[config.mk]
export PLATFORM = sky130hd
export DESIGN_NAME = mesi_protocol
export DESIGN_NICKNAME = d
export VERILOG_FILES = /design/src/rtl/mesi_protocol.sv
export SDC_FILE = /design/constraint.sdc
export NUM_CORES = 1
export LEC_CHECK = 0
export CAP_MARGIN = 20
export CORE_AREA = 2 2 39 41
export DETAILED_ROUTE_END_ITERATION = 7
export DIE_AREA = 0 0 41 43
export SETUP_SLACK_MARGIN = 0.5
export SYNTH_ARGS = -nofsm -noshare
export SYNTH_HDL_FRONTEND = slang
export SYNTH_SLANG_ARGS = --single-unit
[constraint.sdc]
create_clock -name clk -period 0.9 [get_ports clk]
set_clock_uncertainty 0.05 [all_clocks]
set_input_delay 0.18 -clock clk [delete_from_list [all_inputs] [get_ports clk]]
set_output_delay 0.18 -clock clk [all_outputs]
set_load 0.005 [all_outputs]
[src/rtl/mesi_protocol.sv]
// Single-line MESI coherence controller: tracks the I/S/E/M state of one cache line
// and emits a registered one-cycle pulse whenever an event requires bus activity.
module mesi_protocol (
  input  logic       clk,
  input  logic       reset,
  input  logic [1:0] inbits,
  input  logic       r_w,
  output logic       detect,
  output logic [1:0] state
);

  typedef enum logic [1:0] {
    ST_I = 2'b00,
    ST_S = 2'b01,
    ST_E = 2'b10,
    ST_M = 2'b11
  } mesi_state_e;

  typedef enum logic [1:0] {
    EV_IDLE        = 2'b00,
    EV_LOCAL_NOSHR = 2'b01,
    EV_SNOOP       = 2'b10,
    EV_LOCAL_SHR   = 2'b11
  } event_e;

  mesi_state_e state_q;
  mesi_state_e state_d;
  logic        detect_d;
  event_e      ev;

  assign ev    = event_e'(inbits);
  assign state = state_q;

  always_comb begin
    // NOTE: defaults first so every path assigns both signals; a missed branch would infer a latch.
    state_d  = state_q;
    detect_d = 1'b0;
    case (state_q)
      ST_I: begin
        case (ev)
          EV_LOCAL_NOSHR, EV_LOCAL_SHR: begin
            detect_d = 1'b1;
            if (r_w)                     state_d = ST_M;
            else if (ev == EV_LOCAL_SHR) state_d = ST_S;
            else                         state_d = ST_E;
          end
          default: ;
        endcase
      end
      ST_S: begin
        case (ev)
          EV_LOCAL_NOSHR, EV_LOCAL_SHR: begin
            if (r_w) begin
              state_d  = ST_M;
              detect_d = 1'b1;
            end
          end
          EV_SNOOP: begin
            if (r_w) state_d = ST_I;
          end
          default: ;
        endcase
      end
      ST_E: begin
        case (ev)
          // Exclusive ownership means a local write upgrades without telling the bus.
          EV_LOCAL_NOSHR, EV_LOCAL_SHR: begin
            if (r_w) state_d = ST_M;
          end
          EV_SNOOP: state_d = r_w ? ST_I : ST_S;
          default: ;
        endcase
      end
      ST_M: begin
        case (ev)
          EV_SNOOP: begin
            detect_d = 1'b1;
            state_d  = r_w ? ST_I : ST_S;
          end
          default: ;
        endcase
      end
      // Unknown register contents fall back to Invalid, the only safe assumption.
      default: state_d = ST_I;
    endcase
  end

  always_ff @(posedge clk or posedge reset) begin
    // NOTE: non-blocking assignments so every register samples the pre-edge values.
    if (reset) begin
      state_q <= ST_I;
      detect  <= 1'b0;
    end else begin
      state_q <= state_d;
      detect  <= detect_d;
    end
  end

endmodule

==> results.py <==
metrics = {
    "status": {
        "status": "finished with violations",
        "violations": "negative setup slack",
    },
    "clocking": {
        "root_buffer": "clkbuf_4",
        "htree_levels": 1,
        "clock_latency_ns": 0.23,
        "cts_tree": "done",
        "cts_num_sinks": 3,
        "cts.path.max_buffers": 2,
        "clk_pin_slew_ns": 0.04,
        "numCtsBuffers": 3,
    },
    "route": {
        "via_count": 170,
        "vias_per_cell": 3.54,
        "wire_per_inst_um": 7.48,
        "dr.pass1.iters": 2,
        "drtIter0Drc": 1,
        "drcViolationCount": 0,
        "routed_wl_um": 359,
        "ant_nets": 0,
    },
    "job": {
        "drv_cap": 0,
    },
    "place": {
        "dp_cells": 44,
        "portBuffers": 7,
        "gp_congestion": 0.568,
        "dp_slack_ns": -0.322,
    },
    "global_routing": {
        "grt_pass1_vias": 148,
        "antenna_found_initial": 0,
        "grt_overflow": 0,
        "grt_use_total_pct": 5.42,
        "grt_max_degree": 6,
        "grt_pass1_wl_um": 572,
    },
    "finish": {
        "n_antenna_cell": 0,
        "drive_above_1_share_pct": 34.4,
        "nets": 38,
        "syn_to_final_growth_pct": 84.2,
        "finalNonFillerCells": 48,
        "finish.utilization_pct": 20.0,
        "fillers": 169,
    },
    "synthesis": {
        "synth_warnings": 0,
        "synth_area_sq_um": 150,
        "ys_ff_latch": 3,
        "yosysUniqueCellTypes": 11,
        "synth-seq-area-share_pct": 50.0,
        "synth_area_per_cell_sq_um": 8.34,
        "synthCells": 18,
        "syn-num-nets": 23,
    },
    "power_and_ir_drop": {
        "p_per_area_mw_per_mm2": 1790,
        "seqPwrFrac_pct": 31.6,
        "combPwrFrac_pct": 21.6,
        "p_total_mw": 0.496,
        "ir_drop_v": 0.000313,
        "power.clock.fraction_pct": 46.7,
        "power.internal_mw": 0.375,
        "swShare_pct": 24.4,
        "leakagePower_nw": 0.134,
        "power.switching_mw": 0.121,
    },
    "critical_path": {
        "r2r_slack_ns": -0.05,
        "critPathArrivalTime_ns": 1.00,
        "r2r_end": "state[0]",
        "crit_end": "state[0]",
        "reg2reg_from": "state[0]",
        "required_ns": 0.94,
        "crit_fanout": 4,
        "path_class": "flop to flop",
        "r2r_cells": 3,
        "startpoint": "state[0]",
        "critPathCaptureType": "flop",
        "cp-start-kind": "flop",
    },
    "sta": {
        "finalSetupViolCount": 4,
        "fmax_mhz": 1050,
        "finalWorstSetupSlack_ns": -0.0546,
        "hold_ws_ns": 0.0720,
        "grt_setup_unrepaired": "true",
        "relSlewSlack_pct": 88.8,
        "fin_crit_sh_pct": 106,
        "fin_crit_ns": 0.955,
        "worstMarginPinSlew_ns": 0.168,
        "slew_viol_final": 0,
        "hold_viol": 0,
    },
    "floorplan": {
        "initial_core_util_pct": 10.8,
        "fp-row-count": 14,
        "chipHeight_um": 43,
        "die_w_um": 41,
        "coreArea_sq_mm": 0.00138,
        "die-area_sq_mm": 0.00176,
        "io-pin-count": 8,
    },
    "min_path": {
        "min_path_type": "primary input to asynchronous set/reset pin",
    },
}
==> metrics by stage <==
stage	cell area [sq um]	TNS, ns
floorplan	150	0
global placement	263	-1.18
detailed placement	263	-1.19
CTS	273	-0.222
global route	277	-0.384
finish	277	-0.179
==> cell families after synthesis <==
family / count (synthesis) / synth area share [%]
simple gates: 6 / 18.3
compound gates: 6 / 24.2
buf+inv: 3 / 7.50
flops: 3 / 50.0
==> Yosys cell counts, drive strengths merged <==
library cell	instances	area share (%)
dfrtp	3	50
inv	3	7.5
nand2	3	7.5
o21ai	3	10
a31oi	1	4.2
nand2b	1	4.2
nor2	1	2.5
nor2b	1	4.2
o221ai	1	5.8
o22ai	1	4.2
==> worst min path at each step <==
| stage | endpoint | cells past startpoint |
|---|---|---|
| after CTS | detect | 2 |
| after global placement | state[1] | 2 |
| final | state[0] | 2 |
| after detailed placement | state[1] | 2 |
| after floorplan | detect | 1 |
| after global routing | detect | 2 |
==> worst max-delay path, cell delays in order (launching register included) <==
cell and delay [ns]:
dfrtp_1 0.37, buf_4 0.15, a31oi_1 0.14, o221ai_1 0.12
==> flip-flops by register name, summed over array words and instances (netlist names) <==
register,cells
state,2
detect,1
==> routing by layer <==
metal,vias to the layer above,global-route usage [%],share of wire [%]
met5,-,0,0
met4,0,8.00,0
met3,0,3.14,14
met2,8,4.69,38
met1,73,6.75,48
li1,89,-,-
==> cell type report <==
class | count | area [sq um] | area share (%)
clock buffer | 4 | 26.3 | 9.50
inverter | 3 | 11.3 | 4.07
multi-input combinational | 12 | 67.6 | 24.4
sequential | 3 | 75.1 | 27.1
tap | 16 | 20.0 | 7.24
timing repair buffer | 10 | 76.3 | 27.6
==> repair_timing <==
action / 4_1_cts / 5_1_grt
endpoints found under the setup margin: 6 / 6
gates resized for setup: 14 / 1
setup buffers: 0 / 0
pin swaps: 2 / 0
hold buffers: 0 / 0
==> power groups by stage <==
stage	combinational (mW)	sequential, mW	clock (mW)
floorplan	0.0320	0.168	0
global placement	0.119	0.159	0
detailed placement	0.120	0.159	0
CTS	0.105	0.157	0.247
global route	0.120	0.160	0.261
finish	0.107	0.157	0.232
==> layout by cell type (no fill, tap or decap) <==
cell / instances
a31oi_1: 1
dlygate4sd2_1: 1
o21ai_2: 1
buf_4: 3
inv_1: 2
o21ai_1: 2
clkbuf_4: 3
inv_2: 1
clkbuf_1: 1
o22ai_1: 1
nor2_1: 1
dfrtp_1: 3
clkdlybuf4s50_1: 3
buf_2: 3
o221ai_1: 1
nand2_1: 3
nand2b_1: 1
nor2b_1: 1
Power figures use the tool's default switching activity.
==> variant: new RTL, same settings <==
Reset style: synchronous (`reset`), changed in one clocked block.
--- a/src/rtl/mesi_protocol.sv
+++ b/src/rtl/mesi_protocol.sv
@@ -87,3 +87,3 @@
 
-  always_ff @(posedge clk or posedge reset) begin
+  always_ff @(posedge clk) begin
     // NOTE: non-blocking assignments so every register samples the pre-edge values.
Formal check against the unedited RTL: differs if reset is asserted again (counterexample within 4 cycles, from zero or initial values and one cycle with reset high); with reset held inactive, the same outputs for 10 cycles.
==> variant against the unedited design <==
  * The flow still finishes with violations (negative setup slack)
  * Power grew 1.9%
  * Highest routed layer is now met4
  * Design area grew 13%
  * Largest cell class unchanged
  * Synthesized cell count is the same
  * Area after synthesis shrank 5.0%
  * Worst setup slack lost 0.049 ns
  * Sequential cell count is the same
  * Wire length grew 36%
  * Core utilization grew 2.6 points
  * Largest power group unchanged
  * Fmax shrank 4.9%
==> variant: results (changes against the unedited design) <==
net load switching power=130 uW (was 121 uW); Post-Synthesis Cell Area=143 um^2 (was 150 um^2); Starting DRT DRC Count=0 (was 1); R2R Path End=state[0] (unchanged); met1 WL=154 um (was 173 um); peak supply drop=0.239 mV (was 0.313 mV); vias in the first global route=164 (was 148); CP arrival=1.08 ns (was 1.00 ns); failing checks=negative setup slack (unchanged); Max transition margin=0.835 (was 0.888); Mapped Avg Cell Area=7.92 um^2 (was 8.34 um^2); Post-Route WL=488 um (was 359 um); status=finished with violations (unchanged); final setup fails=5 (was 4); DRT Pass-1 Iters=1 (was 2); TNS Setup=-0.210 ns (was -0.179 ns); WL met3=35 um (was 50 um); Post-synth ARST share=0 (was 1.00); GR Util met2=0.0750 (was 0.0469); Most used DFF post-synth=dfxtp_1 (was dfrtp_1); synth cell count leaders=o21ai_0, a21oi_1, dfxtp_1 (was dfrtp_1, inv_1, nand2_1); routed wl met2=288 um (was 135 um); Hold Path End=state[0]; Placed Area=258 um^2 (was 263 um^2); Final WS setup=-0.104 ns (was -0.0546 ns); max reg flops=2 (unchanged); M1 GR Usage=0.0446 (was 0.0675); Top Layer Used=met4 (was met3); post-synthesis sequential area ratio=0.421 (was 0.500); Worst path max stage delay=0.32 ns (was 0.37 ns); critical register-to-register path startpoint=state[1] (was state[0]); Final nets=39 (was 38); met3 Usage GRT=0 (was 0.0314); hold_ws=0.275 ns (was 0.0720 ns); dpl ws=-0.334 ns (was -0.322 ns); post-route insts no fill=49 (was 48); P_leak=0.145 nW (was 0.134 nW); Slowest-stage cell, CP=dfxtp_2 (was dfrtp_1); Worst Hold Class=input pin to register (was input pin to asynchronous set/reset pin); # fillers=173 (was 169); placed cells=44 (unchanged); Routability Congestion=0.690 (was 0.568); top post-synthesis cells by area=dfxtp_1, o21ai_0, a21oi_1 (was dfrtp_1, inv_1, nand2_1); share of layout cells above drive strength 1=0.576 (was 0.344); Unique masters post-synth=10 (was 11)
[variant: worst max-delay path by stage]
stage / endpoint / slack, ns / cells after the start
CTS: state[0] / -0.08 / 4
global placement: detect / -0.34 / 4
detailed placement: state[0] / -0.33 / 4
finish: state[0] / -0.10 / 4
global route: state[0] / -0.15 / 4
floorplan: state[0] / 0.02 / 3
[variant: worst max-delay path: cells and delay by family, from the launching register on]
family	cells	cell delay [ns]
and+or+nand+nor	1	0.22
DFF	1	0.32
buffers and inverters	1	0.10
AOI/OAI and AO/OA	2	0.20
[variant: final cells by class]
| type | instances | area, um^2 | area share |
|---|---|---|---|
| Timing Repair Buffer | 11 | 100 | 0.320 |
| Multi-Input combinational cell | 13 | 95.1 | 0.304 |
| Sequential cell | 3 | 63.8 | 0.204 |
| Clock buffer | 4 | 26.3 | 0.0840 |
| Tap cell | 16 | 20.0 | 0.0640 |
| Inverter | 2 | 7.51 | 0.0240 |
[variant: power by group through the flow]
stage | sequential (mW) | combinational (mW) | clock (mW)
floorplan | 0.157 | 0.0237 | 0
global placement | 0.151 | 0.0924 | 0
CTS | 0.150 | 0.0915 | 0.254
finish | 0.152 | 0.108 | 0.246
detailed placement | 0.152 | 0.0920 | 0
global route | 0.153 | 0.117 | 0.265
[variant: logic make-up after synthesis]
| family | count (synthesis) | synth area share |
|---|---|---|
| AO/OA/AOI/OAI | 8 | 0.298 |
| flip-flops | 3 | 0.421 |
| AND/OR/NAND/NOR | 5 | 0.228 |
| buffers and inverters | 2 | 0.0527 |
[variant: repair_timing]
action,in CTS,in global routing
pin swaps,1,5
setup buffers,1,0
resized for setup,17,9
setup endpoints to repair,6,6
hold endpoints to repair,0,0
